===== config.mk =====
export PLATFORM = sky130hd
export DESIGN_NAME = mem_port_arbiter_flat
export DESIGN_NICKNAME = d
export VERILOG_FILES = /design/src/rtl/mem_arb_pkg.sv /design/src/rtl/mem_port_arbiter_if.sv /design/src/rtl/mem_rr_arbiter.sv /design/src/rtl/mem_port_arbiter.sv /design/src/flat_wrapper.sv
export SDC_FILE = /design/constraint.sdc
export NUM_CORES = 1
export LEC_CHECK = 0
export BUFFER_PORTS_ARGS = -buffer_cell sky130_fd_sc_hd__buf_2
export CORE_MARGIN = 2
export CORE_UTILIZATION = 44
export DETAILED_ROUTE_END_ITERATION = 16
export PLACE_DENSITY = 0.81
export SLEW_MARGIN = 20
export SYNTH_ARGS = -nofsm -noshare
export SYNTH_HDL_FRONTEND = slang
export SYNTH_SLANG_ARGS = --single-unit

===== constraint.sdc =====
create_clock -name clk -period 1.98 [get_ports clk]
set_clock_uncertainty 0.1 [all_clocks]
set_input_delay 0.297 -clock clk [delete_from_list [all_inputs] [get_ports clk]]
set_output_delay 0.297 -clock clk [all_outputs]
set_load 0.01 [all_outputs]

===== src/rtl/mem_arb_pkg.sv =====
// Shared types for the two-master memory port arbiter: FSM state encoding and master index.
package mem_arb_pkg;

   localparam int MIDX_WDTH  = 1;
   localparam int STATE_WDTH = 3;

   typedef logic [MIDX_WDTH-1:0] midx_t;

   typedef enum logic [STATE_WDTH-1:0] {
      ST_IDLE         = 3'd0,
      ST_RD_ADDR      = 3'd1,
      ST_RD_DATA      = 3'd2,
      ST_WR_ADDR_DATA = 3'd3,
      ST_WR_RESP      = 3'd4,
      ST_RSP          = 3'd5
   } state_t;

endpackage


===== src/rtl/mem_port_arbiter_if.sv =====
// Requester-side word request/response port and the five-channel memory port.
interface mem_req_if #(
   parameter int ADDR_WDTH = 4,
   parameter int DATA_WDTH = 32
);
   logic                 req_valid;
   logic                 req_ready;
   logic                 req_we;
   logic [ADDR_WDTH-1:0] req_addr;
   logic [DATA_WDTH-1:0] req_wdata;
   logic                 rsp_valid;
   logic                 rsp_ready;
   logic [DATA_WDTH-1:0] rsp_rdata;
   logic                 rsp_err;

   modport master (
      output req_valid, req_we, req_addr, req_wdata, rsp_ready,
      input  req_ready, rsp_valid, rsp_rdata, rsp_err
   );

   modport slave (
      input  req_valid, req_we, req_addr, req_wdata, rsp_ready,
      output req_ready, rsp_valid, rsp_rdata, rsp_err
   );
endinterface

interface mem_axil_if #(
   parameter int ADDR_WDTH = 4,
   parameter int DATA_WDTH = 32,
   parameter int RESP_WDTH = 1
);
   logic                 ar_valid;
   logic                 ar_ready;
   logic [ADDR_WDTH-1:0] ar_addr;
   logic                 r_valid;
   logic                 r_ready;
   logic [DATA_WDTH-1:0] r_data;
   logic                 aw_valid;
   logic                 aw_ready;
   logic [ADDR_WDTH-1:0] aw_addr;
   logic                 w_valid;
   logic                 w_ready;
   logic [DATA_WDTH-1:0] w_data;
   logic                 b_valid;
   logic                 b_ready;
   logic [RESP_WDTH-1:0] b_resp;

   modport master (
      output ar_valid, ar_addr, r_ready, aw_valid, aw_addr, w_valid, w_data, b_ready,
      input  ar_ready, r_valid, r_data, aw_ready, w_ready, b_valid, b_resp
   );

   modport slave (
      input  ar_valid, ar_addr, r_ready, aw_valid, aw_addr, w_valid, w_data, b_ready,
      output ar_ready, r_valid, r_data, aw_ready, w_ready, b_valid, b_resp
   );
endinterface


===== src/rtl/mem_rr_arbiter.sv =====
// Two-way round-robin grant: a sole requester wins, a tie goes to the master other than last_grant.
// Purely combinational; grant is zero whenever enable is low.
module mem_rr_arbiter
   import mem_arb_pkg::*;
(
   input  logic [1:0] req,
   input  midx_t      last_grant,
   input  logic       enable,
   output logic [1:0] grant,
   output midx_t      idx
);

   always_comb begin
      idx   = '0;
      grant = '0;
      if (enable && (req != 2'b00)) begin
         if (req == 2'b11) begin
            idx = ~last_grant;
         end else begin
            idx = midx_t'(req[1]);
         end
         grant = (idx == midx_t'(1)) ? 2'b10 : 2'b01;
      end
   end

endmodule


===== src/rtl/mem_port_arbiter.sv =====
// Serialises word requests from two masters onto one AR/R/AW/W/B memory port, one transaction at a time.
// Latency accept->rsp_valid is 3 cycles with an always-ready memory; only req_ready is combinational.
module mem_port_arbiter
   import mem_arb_pkg::*;
#(
   parameter int ADDR_WDTH = 4,
   parameter int DATA_WDTH = 32
) (
   input logic         clk,
   input logic         rst,
   mem_req_if.slave    m0,
   mem_req_if.slave    m1,
   mem_axil_if.master  mem
);

   state_t               state;
   midx_t                last_grant;
   midx_t                gnt;
   midx_t                arb_idx;
   logic [1:0]           arb_grant;
   logic [1:0]           req_vec;

   logic                 we_q;
   logic [ADDR_WDTH-1:0] addr_q;
   logic [DATA_WDTH-1:0] wdata_q;
   logic [DATA_WDTH-1:0] rdata_q;
   logic                 err_q;
   logic                 aw_done;
   logic                 w_done;

   logic                 ar_vld_q;
   logic                 r_rdy_q;
   logic                 aw_vld_q;
   logic                 w_vld_q;
   logic                 b_rdy_q;
   logic [1:0]           rsp_vld_q;

   logic                 sel_we;
   logic [ADDR_WDTH-1:0] sel_addr;
   logic [DATA_WDTH-1:0] sel_wdata;
   logic                 sel_rsp_ready;
   logic                 aw_hs;
   logic                 w_hs;
   logic                 aw_fin;
   logic                 w_fin;

   assign req_vec = {m1.req_valid, m0.req_valid};

   mem_rr_arbiter u_rr (
      .req        (req_vec),
      .last_grant (last_grant),
      .enable     (state == ST_IDLE),
      .grant      (arb_grant),
      .idx        (arb_idx)
   );

   assign m0.req_ready = arb_grant[0];
   assign m1.req_ready = arb_grant[1];

   always_comb begin
      sel_we        = m0.req_we;
      sel_addr      = m0.req_addr;
      sel_wdata     = m0.req_wdata;
      sel_rsp_ready = m0.rsp_ready;
      if (arb_idx == midx_t'(1)) begin
         sel_we    = m1.req_we;
         sel_addr  = m1.req_addr;
         sel_wdata = m1.req_wdata;
      end
      if (gnt == midx_t'(1)) begin
         sel_rsp_ready = m1.rsp_ready;
      end
   end

   // A done flag or a handshake in this very cycle both count as "finished".
   assign aw_hs  = aw_vld_q & mem.aw_ready;
   assign w_hs   = w_vld_q & mem.w_ready;
   assign aw_fin = aw_done | aw_hs;
   assign w_fin  = w_done | w_hs;

   always_ff @(posedge clk) begin
      if (rst) begin
         state      <= ST_IDLE;
         last_grant <= midx_t'(1);
         gnt        <= '0;
         we_q       <= 1'b0;
         addr_q     <= '0;
         wdata_q    <= '0;
         rdata_q    <= '0;
         err_q      <= 1'b0;
         aw_done    <= 1'b0;
         w_done     <= 1'b0;
         ar_vld_q   <= 1'b0;
         r_rdy_q    <= 1'b0;
         aw_vld_q   <= 1'b0;
         w_vld_q    <= 1'b0;
         b_rdy_q    <= 1'b0;
         rsp_vld_q  <= 2'b00;
      end else begin
         case (state)
            ST_IDLE: begin
               if (arb_grant != 2'b00) begin
                  gnt     <= arb_idx;
                  we_q    <= sel_we;
                  addr_q  <= sel_addr;
                  wdata_q <= sel_wdata;
                  if (sel_we) begin
                     aw_vld_q <= 1'b1;
                     w_vld_q  <= 1'b1;
                     state    <= ST_WR_ADDR_DATA;
                  end else begin
                     ar_vld_q <= 1'b1;
                     state    <= ST_RD_ADDR;
                  end
               end
            end

            ST_RD_ADDR: begin
               if (mem.ar_ready) begin
                  ar_vld_q <= 1'b0;
                  r_rdy_q  <= 1'b1;
                  state    <= ST_RD_DATA;
               end
            end

            ST_RD_DATA: begin
               if (mem.r_valid) begin
                  rdata_q        <= mem.r_data;
                  err_q          <= 1'b0;
                  r_rdy_q        <= 1'b0;
                  rsp_vld_q[gnt] <= 1'b1;
                  state          <= ST_RSP;
               end
            end

            ST_WR_ADDR_DATA: begin
               if (aw_hs) begin
                  aw_vld_q <= 1'b0;
                  aw_done  <= 1'b1;
               end
               if (w_hs) begin
                  w_vld_q <= 1'b0;
                  w_done  <= 1'b1;
               end
               if (aw_fin && w_fin) begin
                  aw_done <= 1'b0;
                  w_done  <= 1'b0;
                  b_rdy_q <= 1'b1;
                  state   <= ST_WR_RESP;
               end
            end

            ST_WR_RESP: begin
               if (mem.b_valid) begin
                  err_q          <= |mem.b_resp;
                  rdata_q        <= '0;
                  b_rdy_q        <= 1'b0;
                  rsp_vld_q[gnt] <= 1'b1;
                  state          <= ST_RSP;
               end
            end

            ST_RSP: begin
               if (sel_rsp_ready) begin
                  rsp_vld_q  <= 2'b00;
                  last_grant <= gnt;
                  state      <= ST_IDLE;
               end
            end

            default: state <= ST_IDLE;
         endcase
      end
   end

   assign mem.ar_valid = ar_vld_q;
   assign mem.ar_addr  = addr_q;
   assign mem.r_ready  = r_rdy_q;
   assign mem.aw_valid = aw_vld_q;
   assign mem.aw_addr  = addr_q;
   assign mem.w_valid  = w_vld_q;
   assign mem.w_data   = wdata_q;
   assign mem.b_ready  = b_rdy_q;

   // Response payload is only visible to the master whose response is pending.
   assign m0.rsp_valid = rsp_vld_q[0];
   assign m0.rsp_rdata = rsp_vld_q[0] ? rdata_q : '0;
   assign m0.rsp_err   = rsp_vld_q[0] & err_q;
   assign m1.rsp_valid = rsp_vld_q[1];
   assign m1.rsp_rdata = rsp_vld_q[1] ? rdata_q : '0;
   assign m1.rsp_err   = rsp_vld_q[1] & err_q;

endmodule


===== src/flat_wrapper.sv =====
// flat-port wrapper written by rule: the top's interface ports become plain ports
module mem_port_arbiter_flat import mem_arb_pkg::*;
#(
   parameter int ADDR_WDTH = 4,
   parameter int DATA_WDTH = 32
)
  (clk, rst, m0_req_valid, m0_req_we, m0_req_addr, m0_req_wdata, m0_rsp_ready, m0_req_ready, m0_rsp_valid, m0_rsp_rdata, m0_rsp_err, m1_req_valid, m1_req_we, m1_req_addr, m1_req_wdata, m1_rsp_ready, m1_req_ready, m1_rsp_valid, m1_rsp_rdata, m1_rsp_err, mem_ar_valid, mem_ar_addr, mem_r_ready, mem_aw_valid, mem_aw_addr, mem_w_valid, mem_w_data, mem_b_ready, mem_ar_ready, mem_r_valid, mem_r_data, mem_aw_ready, mem_w_ready, mem_b_valid, mem_b_resp);
  mem_req_if #(.ADDR_WDTH(ADDR_WDTH), .DATA_WDTH(DATA_WDTH)) m0_i ();
  mem_req_if #(.ADDR_WDTH(ADDR_WDTH), .DATA_WDTH(DATA_WDTH)) m1_i ();
  mem_axil_if #(.ADDR_WDTH(ADDR_WDTH), .DATA_WDTH(DATA_WDTH), .RESP_WDTH(1)) mem_i ();
  input logic clk;
  input logic rst;
  input wire logic [$bits(m0_i.req_valid)-1:0] m0_req_valid;
  input wire logic [$bits(m0_i.req_we)-1:0] m0_req_we;
  input wire logic [$bits(m0_i.req_addr)-1:0] m0_req_addr;
  input wire logic [$bits(m0_i.req_wdata)-1:0] m0_req_wdata;
  input wire logic [$bits(m0_i.rsp_ready)-1:0] m0_rsp_ready;
  output wire logic [$bits(m0_i.req_ready)-1:0] m0_req_ready;
  output wire logic [$bits(m0_i.rsp_valid)-1:0] m0_rsp_valid;
  output wire logic [$bits(m0_i.rsp_rdata)-1:0] m0_rsp_rdata;
  output wire logic [$bits(m0_i.rsp_err)-1:0] m0_rsp_err;
  input wire logic [$bits(m1_i.req_valid)-1:0] m1_req_valid;
  input wire logic [$bits(m1_i.req_we)-1:0] m1_req_we;
  input wire logic [$bits(m1_i.req_addr)-1:0] m1_req_addr;
  input wire logic [$bits(m1_i.req_wdata)-1:0] m1_req_wdata;
  input wire logic [$bits(m1_i.rsp_ready)-1:0] m1_rsp_ready;
  output wire logic [$bits(m1_i.req_ready)-1:0] m1_req_ready;
  output wire logic [$bits(m1_i.rsp_valid)-1:0] m1_rsp_valid;
  output wire logic [$bits(m1_i.rsp_rdata)-1:0] m1_rsp_rdata;
  output wire logic [$bits(m1_i.rsp_err)-1:0] m1_rsp_err;
  output wire logic [$bits(mem_i.ar_valid)-1:0] mem_ar_valid;
  output wire logic [$bits(mem_i.ar_addr)-1:0] mem_ar_addr;
  output wire logic [$bits(mem_i.r_ready)-1:0] mem_r_ready;
  output wire logic [$bits(mem_i.aw_valid)-1:0] mem_aw_valid;
  output wire logic [$bits(mem_i.aw_addr)-1:0] mem_aw_addr;
  output wire logic [$bits(mem_i.w_valid)-1:0] mem_w_valid;
  output wire logic [$bits(mem_i.w_data)-1:0] mem_w_data;
  output wire logic [$bits(mem_i.b_ready)-1:0] mem_b_ready;
  input wire logic [$bits(mem_i.ar_ready)-1:0] mem_ar_ready;
  input wire logic [$bits(mem_i.r_valid)-1:0] mem_r_valid;
  input wire logic [$bits(mem_i.r_data)-1:0] mem_r_data;
  input wire logic [$bits(mem_i.aw_ready)-1:0] mem_aw_ready;
  input wire logic [$bits(mem_i.w_ready)-1:0] mem_w_ready;
  input wire logic [$bits(mem_i.b_valid)-1:0] mem_b_valid;
  input wire logic [$bits(mem_i.b_resp)-1:0] mem_b_resp;
  assign m0_i.req_valid = m0_req_valid;
  assign m0_i.req_we = m0_req_we;
  assign m0_i.req_addr = m0_req_addr;
  assign m0_i.req_wdata = m0_req_wdata;
  assign m0_i.rsp_ready = m0_rsp_ready;
  assign m0_req_ready = m0_i.req_ready;
  assign m0_rsp_valid = m0_i.rsp_valid;
  assign m0_rsp_rdata = m0_i.rsp_rdata;
  assign m0_rsp_err = m0_i.rsp_err;
  assign m1_i.req_valid = m1_req_valid;
  assign m1_i.req_we = m1_req_we;
  assign m1_i.req_addr = m1_req_addr;
  assign m1_i.req_wdata = m1_req_wdata;
  assign m1_i.rsp_ready = m1_rsp_ready;
  assign m1_req_ready = m1_i.req_ready;
  assign m1_rsp_valid = m1_i.rsp_valid;
  assign m1_rsp_rdata = m1_i.rsp_rdata;
  assign m1_rsp_err = m1_i.rsp_err;
  assign mem_ar_valid = mem_i.ar_valid;
  assign mem_ar_addr = mem_i.ar_addr;
  assign mem_r_ready = mem_i.r_ready;
  assign mem_aw_valid = mem_i.aw_valid;
  assign mem_aw_addr = mem_i.aw_addr;
  assign mem_w_valid = mem_i.w_valid;
  assign mem_w_data = mem_i.w_data;
  assign mem_b_ready = mem_i.b_ready;
  assign mem_i.ar_ready = mem_ar_ready;
  assign mem_i.r_valid = mem_r_valid;
  assign mem_i.r_data = mem_r_data;
  assign mem_i.aw_ready = mem_aw_ready;
  assign mem_i.w_ready = mem_w_ready;
  assign mem_i.b_valid = mem_b_valid;
  assign mem_i.b_resp = mem_b_resp;
  mem_port_arbiter #(.ADDR_WDTH(ADDR_WDTH), .DATA_WDTH(DATA_WDTH)) u_core (.clk(clk), .rst(rst), .m0(m0_i), .m1(m1_i), .mem(mem_i));
endmodule

# Word-level counts from Yosys, hierarchy flattened
# Index checks and enable logic that the tools add are counted.
dict set report classes {
  n_lt_le_gt_ge 2
  n_eq_ne 16
  muxes 50
  n_bitwise 8
  n_reduce_logical 26
}
# op n
set op_table {}
lappend op_table {{32-bit 2-to-1 mux} 5}
lappend op_table {{32-bit one-hot mux with 2 select lines} 1}
lappend op_table {{1-bit 2-to-1 mux} 22}
lappend op_table {{3-bit 2-to-1 mux} 6}
lappend op_table {{3-bit one-hot mux with 6 select lines} 1}
lappend op_table {{2-bit nonzero test} 9}
lappend op_table {{4-bit AND reduction} 4}
lappend op_table {{2-bit 2-to-1 mux} 6}
lappend op_table {{2-bit by 1-bit != test with 1-bit output, second input constant} 6}
lappend op_table {{1-bit one-hot mux with 2 select lines} 6}
lappend op_table {{3-bit AND reduction} 3}
lappend op_table {{2-bit != test, second input constant} 4}
lappend op_table {{2-bit AND reduction} 4}
lappend op_table {{3-bit by 2-bit == test with 1-bit output, second input constant} 2}
lappend op_table {{3-bit == test, second input constant} 2}
lappend op_table {{2-bit one-hot mux with 3 select lines} 1}
lappend op_table {{6-bit AND reduction} 1}
lappend op_table {{1-bit bitwise AND} 4}
lappend op_table {{4-bit 2-to-1 mux} 1}
lappend op_table {{3-bit by 1-bit == test with 1-bit output, second input constant} 1}
lappend op_table {{1-bit logical AND} 3}
lappend op_table {{3-bit logical NOT} 1}
lappend op_table {{3-bit nonzero test} 1}
lappend op_table {{2-bit == test, second input constant} 1}
lappend op_table {{other kinds (6)} 7}
dict set report totals {
  reg_bits 83
  input_bits 118
  output_inout_bits 115
  wordCells 117
}

# Logic depth before layout (Yosys ltp)
dict set report logic_depth {
  ltp_word 8
  ltp_mapped 7
  ltp_nobuf 4
}

# By module
# A second synthesis with hierarchy kept.
dict set report unflattened {
  cells_unflattened 474
  area_unflattened_um2 4331.7
}
# mod n_inst cells_per_inst area_per_inst_um2
set modules_own_cells {}
lappend modules_own_cells {mem_port_arbiter 1 468 4302.9}
lappend modules_own_cells {mem_rr_arbiter 1 6 28.8}

# Worst setup path before layout
# Ideal clock, no wire load.
dict set report synth_timing {
  path_kind {register -> register}
  startpoint {reg u_core.state[0]}
  endpoint {reg u_core.wdata_q[22] (netlist: u_core.mem.w_data[22])}
  setup_ns 0.128
  arrival_time_ns 1.485
  setup_slack_ns 0.267
  path_stages_with_launch 7
  path_cell_list {dfxtp_1 or3_4 or2_1 buf_2 buf_6 a222oi_1 nor2_1}
}
dict set report synth_via {
  elab_chain_len 5
  word_cells_on_any_way 7
}
# item line
set synth_rtl {}
lappend synth_rtl {{from (decl)} mem_port_arbiter.sv:16} ;# state_t state;
lappend synth_rtl {{from (signal assigned)} mem_port_arbiter.sv:83} ;# state <= ST_IDLE;
lappend synth_rtl {{from (signal assigned)} mem_port_arbiter.sv:110} ;# state <= ST_WR_ADDR_DATA;
lappend synth_rtl {{from (signal assigned)} mem_port_arbiter.sv:113} ;# state <= ST_RD_ADDR;
lappend synth_rtl {{3-bit logical NOT (*)} {mem_port_arbiter.sv:52, mem_port_arbiter.sv:100}}
lappend synth_rtl {{1-bit logical AND} mem_rr_arbiter.sv:16} ;# if (enable && (req != 2'b00)) begin
lappend synth_rtl {{2-bit 2-to-1 mux} mem_rr_arbiter.sv:16}
lappend synth_rtl {{2-bit nonzero test} mem_port_arbiter.sv:102} ;# if (arb_grant != 2'b00) begin
lappend synth_rtl {{2-bit AND reduction (no source line)} n/a}
lappend synth_rtl {{to (signal assigned)} mem_port_arbiter.sv:106} ;# wdata_q <= sel_wdata;
lappend synth_rtl {{to (decl)} mem_port_arbiter.sv:25} ;# logic [DATA_WDTH-1:0] wdata_q;
# Mark *: on every way between the ends. The rest lies on a longest branch, timed or not.
# A chain may end at the register's enable or synchronous reset.

# Worst setup path in the final report
dict set report layout_timing {
  startpoint {reg u_core.state[0]}
  endpoint {out m1_req_ready}
}
dict set report layout_via {
  elab_chain_len 3
}
# item line
set layout_rtl {}
lappend layout_rtl {{3-bit logical NOT} mem_port_arbiter.sv:52} ;# .enable (state == ST_IDLE),
lappend layout_rtl {{1-bit logical AND} mem_rr_arbiter.sv:16}
lappend layout_rtl {{2-bit 2-to-1 mux} mem_rr_arbiter.sv:16}
lappend layout_rtl {{to (decl)} flat_wrapper.sv:27} ;# output wire logic [$bits(m1_i.req_ready)-1:0] m1_req_ready;
# No other way between the ends.

==> tab_implementation.tex <==
\begin{tabular}{lr}
\hline
Metric & Value \\
\hline
\multicolumn{2}{l}{\textbf{Outcome}} \\
\quad Result of the run & complete, no violations \\
\multicolumn{2}{l}{\textbf{Clocking}} \\
\quad Hold Buf Count CTS & 0 \\
\quad CTS Buffer Depth & 2 \\
\quad Number of sinks handled by clock tree synthesis & 83 \\
\quad Library cell used as clock root buffer & sky130\_fd\_sc\_hd\_\_clkbuf\_8 \\
\quad Clock tree from TritonCTS & yes \\
\quad H-tree depth & 3 \\
\quad Skew-Pair Late Insertion Delay & 0.34 ns \\
\quad Number of buffers inserted during clock tree synthesis & 9 \\
\quad Clock transition at the registers of the reported paths & 0.09 ns \\
\multicolumn{2}{l}{\textbf{Route}} \\
\quad Vias after detailed routing & 4144 \\
\quad Routed len/inst & 14.6 um \\
\quad DRC & 0 \\
\quad DRT Wirelength & about 12000 um \\
\quad Vias per cell & 5.21 \\
\quad First-pass detailed-route iteration total & 6 \\
\quad Number of DRC violations after detailed-routing iteration 0 & 218 \\
\quad Number of nets with antenna violations after detailed routing & 0 \\
\multicolumn{2}{l}{\textbf{Finish}} \\
\quad P\&R area growth vs syn & 39.7\% \\
\quad Finished Cell Area & 5590 sq um \\
\quad Number of diodes & 0 \\
\quad NumNets Final & 800 \\
\quad Most common library cell in the layout ignoring fill and taps & sky130\_fd\_sc\_hd\_\_buf\_2 \\
\quad Most frequent cells in the layout & sky130\_fd\_sc\_hd\_\_buf\_2 (231), sky130\_fd\_sc\_hd\_\_dfxtp\_1 (83), sky130\_fd\_sc\_hd\_\_and2\_1 (67) \\
\quad Share of post-route cells with drive strength above 1 & around two fifths \\
\multicolumn{2}{l}{\textbf{Logic synthesis}} \\
\quad Top cell type by total area after synthesis & sky130\_fd\_sc\_hd\_\_dfxtp\_1 \\
\quad Synthesized-area fraction occupied by and/or/nand/nor cells & 28.3\% \\
\quad Total number of yosys warnings & 0 \\
\quad Syn Area/Cell & 8.67 sq um \\
\quad Number of instances in the synthesized netlist & roughly 460 \\
\quad Fraction of synthesized cell area in xor and xnor cells & 0\% \\
\quad Compound-Gate Fraction of Synth Area & 15.5\% \\
\quad Fraction of the mapped netlist area in adder cells & 0\% \\
\quad Synthesized net count & slightly below 600 \\
\quad Mux contribution to synthesized area & 9.07\% \\
\quad Post-Syn Area & 4000 sq um \\
\quad Sequential share of the synthesized area & 41.6\% \\
\quad Dominant combinational cell family by area after synthesis & simple AND/OR/NAND/NOR gates \\
\quad Main area contributors after synthesis & sky130\_fd\_sc\_hd\_\_dfxtp\_1 (42\%), sky130\_fd\_sc\_hd\_\_and2\_1 (10\%), sky130\_fd\_sc\_hd\_\_mux2i\_1 (8.5\%), sky130\_fd\_sc\_hd\_\_nor2\_1 (5.0\%), sky130\_fd\_sc\_hd\_\_o221ai\_1 (4.8\%) \\
\quad Share of the synthesized area in the top cell type & about two fifths \\
\quad Unique cell type count in the Yosys netlist & 37 \\
\quad Seq cells post-synth & 83 \\
\multicolumn{2}{l}{\textbf{STA}} \\
\quad Final setup violation count & 0 \\
\quad Pin slew with the least headroom to its limit & 0.418 ns \\
\quad Max-slew headroom & about 70\% \\
\quad Final min period & 1.89 ns \\
\quad Final Worst Setup Slack & about 0.087 ns \\
\quad Max Clock Freq & 0.528 GHz \\
\quad Minimum hold slack & 0.109 ns \\
\quad Final slew viol count & 0 \\
\quad Unrepaired setup endpoints after global routing & false \\
\quad TNS Setup & 0 ns \\
\quad Share of the clock period used by the worst path after layout & 95.6\% \\
\quad Number of endpoints with negative hold slack in the final report & 0 \\
\multicolumn{2}{l}{\textbf{Floorplan}} \\
\quad Top Ports & 233 \\
\quad Number of core rows & 34 \\
\quad Floorplan die width & 99.3 um \\
\quad Vert. Die Dim & 99.3 um \\
\quad Die ar. & 9870 sq um \\
\quad Core outline area & 8760 sq um \\
\quad Starting density of the core & a little under half \\
\multicolumn{2}{l}{\textbf{GRT}} \\
\quad Total track usage & 22.8\% \\
\quad Vias in the first global route & 3904 \\
\quad Pin count of the biggest net entering global routing & 38 \\
\quad Grt ovf & 0 \\
\quad Wire length of the first global-routing pass & between 15000 and 20000 um \\
\quad Number of antenna violations at the first check in global routing & 0 \\
\multicolumn{2}{l}{\textbf{Critical path}} \\
\quad Worst Reg-to-Reg Cells & 5 \\
\quad Launch point of the worst path & u\_core.state[0] \\
\quad Top delay family on crit path & simple AND/OR/NAND/NOR gates \\
\quad Startpoint class of the critical path & register \\
\quad Largest stage delay on the critical path & 0.42 ns \\
\quad Worst setup path endpoint & m1\_req\_ready \\
\quad CP Data Required Time & 1.58 ns \\
\quad Number of cells on the critical path & 4 \\
\quad Number of buffer and inverter stages on the critical path & 2 \\
\quad Critical path start-end classification & register to output pin \\
\quad Master of the slowest instance on the critical path & sky130\_fd\_sc\_hd\_\_or3\_4 \\
\quad Crit. End Element & output pin \\
\quad Minimum setup slack among reg-to-reg paths & between 0.15 and 0.2 ns \\
\quad CP Data Arrival Time & 1.50 ns \\
\quad End of the worst register-to-register path & u\_core.mem.w\_data[14] \\
\quad Beginning of the worst register-to-register path & u\_core.state[0] \\
\quad Chain of cells forming the critical path & or3\_4, nor2\_4, buf\_12, buf\_2 \\
\quad Critical Path Fanout Max & 11 \\
\multicolumn{2}{l}{\textbf{Pwr}} \\
\quad Cell leakage power & 2.70 nW \\
\quad Power per cell area & around 1100 nW/um\^{}2 \\
\quad Tot Pwr & 6.42 mW \\
\quad Max IR drop VDD & 0.593 mV \\
\multicolumn{2}{l}{\textbf{Placed design}} \\
\quad Count of port buffers added during placement & 232 \\
\quad Routability cong. & 0.835 \\
\quad Post-Place Setup Slack & between 0.15 and 0.2 ns \\
\quad Placement Cell Area & 5260 sq um \\
\quad Placed wire-length estimate & 8590 um \\
\multicolumn{2}{l}{\textbf{Flow run}} \\
\quad Number of maximum-capacitance constraint violations & 0 \\
\multicolumn{2}{l}{\textbf{Hold path}} \\
\quad Worst min-delay path category & primary input to register \\
\hline
\end{tabular}
==> flip-flops by register name, indices dropped and copies added (netlist names), 2 cells and up <==
register            cells
u_core.state            3
u_core.mem.w_data      32
u_core.rdata_q         32
u_core.rsp_vld_q        2
u_core.mem.ar_addr      4
==> power breakdown <==
part	leakage [nW]	switching, mW	internal [mW]	total (mW)
clock network	0.116	0.602	0.784	1.39
logic	1.91	1.48	1.23	2.72
registers	0.678	0.247	2.07	2.31
total	2.70	2.33	4.08	6.42
==> worst reg2reg max path: stages, from the launching register on <==
cell and delay, ns:
sky130_fd_sc_hd__dfxtp_1 0.31, sky130_fd_sc_hd__or3_4 0.42, sky130_fd_sc_hd__or2_1 0.25, sky130_fd_sc_hd__buf_4 0.25, sky130_fd_sc_hd__a222oi_1 0.31, sky130_fd_sc_hd__nor2_1 0.07
==> how the worst min path moves through the flow <==
stage                                  endpoint  cells past startpoint                  start  slack [ns]
after floorplan                    u_core.err_q                      2             mem_b_resp        0.35
after global placement    u_core.mem.w_data[20]                      2  u_core.mem.w_data[20]        0.34
after detailed placement  u_core.mem.w_data[31]                      2  u_core.mem.w_data[31]        0.34
after CTS                 u_core.mem.w_data[30]                      3       m0_req_wdata[30]        0.09
after global routing      u_core.mem.w_data[11]                      3       m0_req_wdata[11]        0.11
final                      u_core.mem.w_data[8]                      3        m0_req_wdata[8]        0.11
==> metrics by stage <==
step	util, %	instances
2_1_floorplan	-	461
5_1_grt	63.8	795
3_3_place_gp	60.0	772
3_5_place_dp	60.0	772
4_1_cts	63.1	789
6_report	63.8	795
==> kinds of logic (layout without fill, tap and decap cells) <==
kind of cell | Yosys count | after routing
buffers and inverters | 45 | 271
AO/OA/AOI/OAI | 87 | 87
AND/OR/NAND/NOR | 210 | 210
multiplexers | 36 | 36
flip-flops | 83 | 83
==> timing repair <==
item                                    in CTS  in global routing
endpoints found under the setup margin       1                  2
endpoints found under the hold margin        0                  0
pin swaps                                    0                  2
gates cloned                                 1                  0
setup buffers                                0                  6
resized for setup                            1                  2
==> synth_stat cells (all sizes together) <==
cell type	n
nor3b	4
a211o	1
a22oi	1
o21bai	2
o21a	1
nor2	53
clkbuf	26
mux2i	34
mux2	2
inv	1
nor3	5
nand3	1
or3	1
a222oi	14
buf	18
or2	1
a21oi	36
dfxtp	83
o31ai	1
and3b	2
nand2	31
a31oi	2
o32ai	1
a21bo	1
or3b	1
o2111ai	1
and2	67
and2b	7
o22ai	1
nor2b	29
o221ai	22
nand2b	3
o21ai	3
nand3b	5
==> per-layer routing <==
metal / routed length (um) / share of wire, % / global-route usage (%) / vias up
li1: - / - / - / 2033
met1: 4480 / 39 / 26.6 / 1911
met2: 6000 / 52 / 41.4 / 187
met3: 992 / 8.5 / 4.85 / 13
met4: 151 / 1.3 / 7.69 / 0
met5: 0 / 0 / 0 / -
==> layout make-up <==
class | count | area, sq um
sequential | 83 | 1660
clock inverter | 5 | 85.1
clock buffer | 11 | 151
timing repair buffer | 254 | 1400
fill | 780 | 3180
inverter | 1 | 3.75
multi-input combinational | 333 | 2150
tap | 108 | 135
No activity file was read; power rests on OpenSTA's default activity.
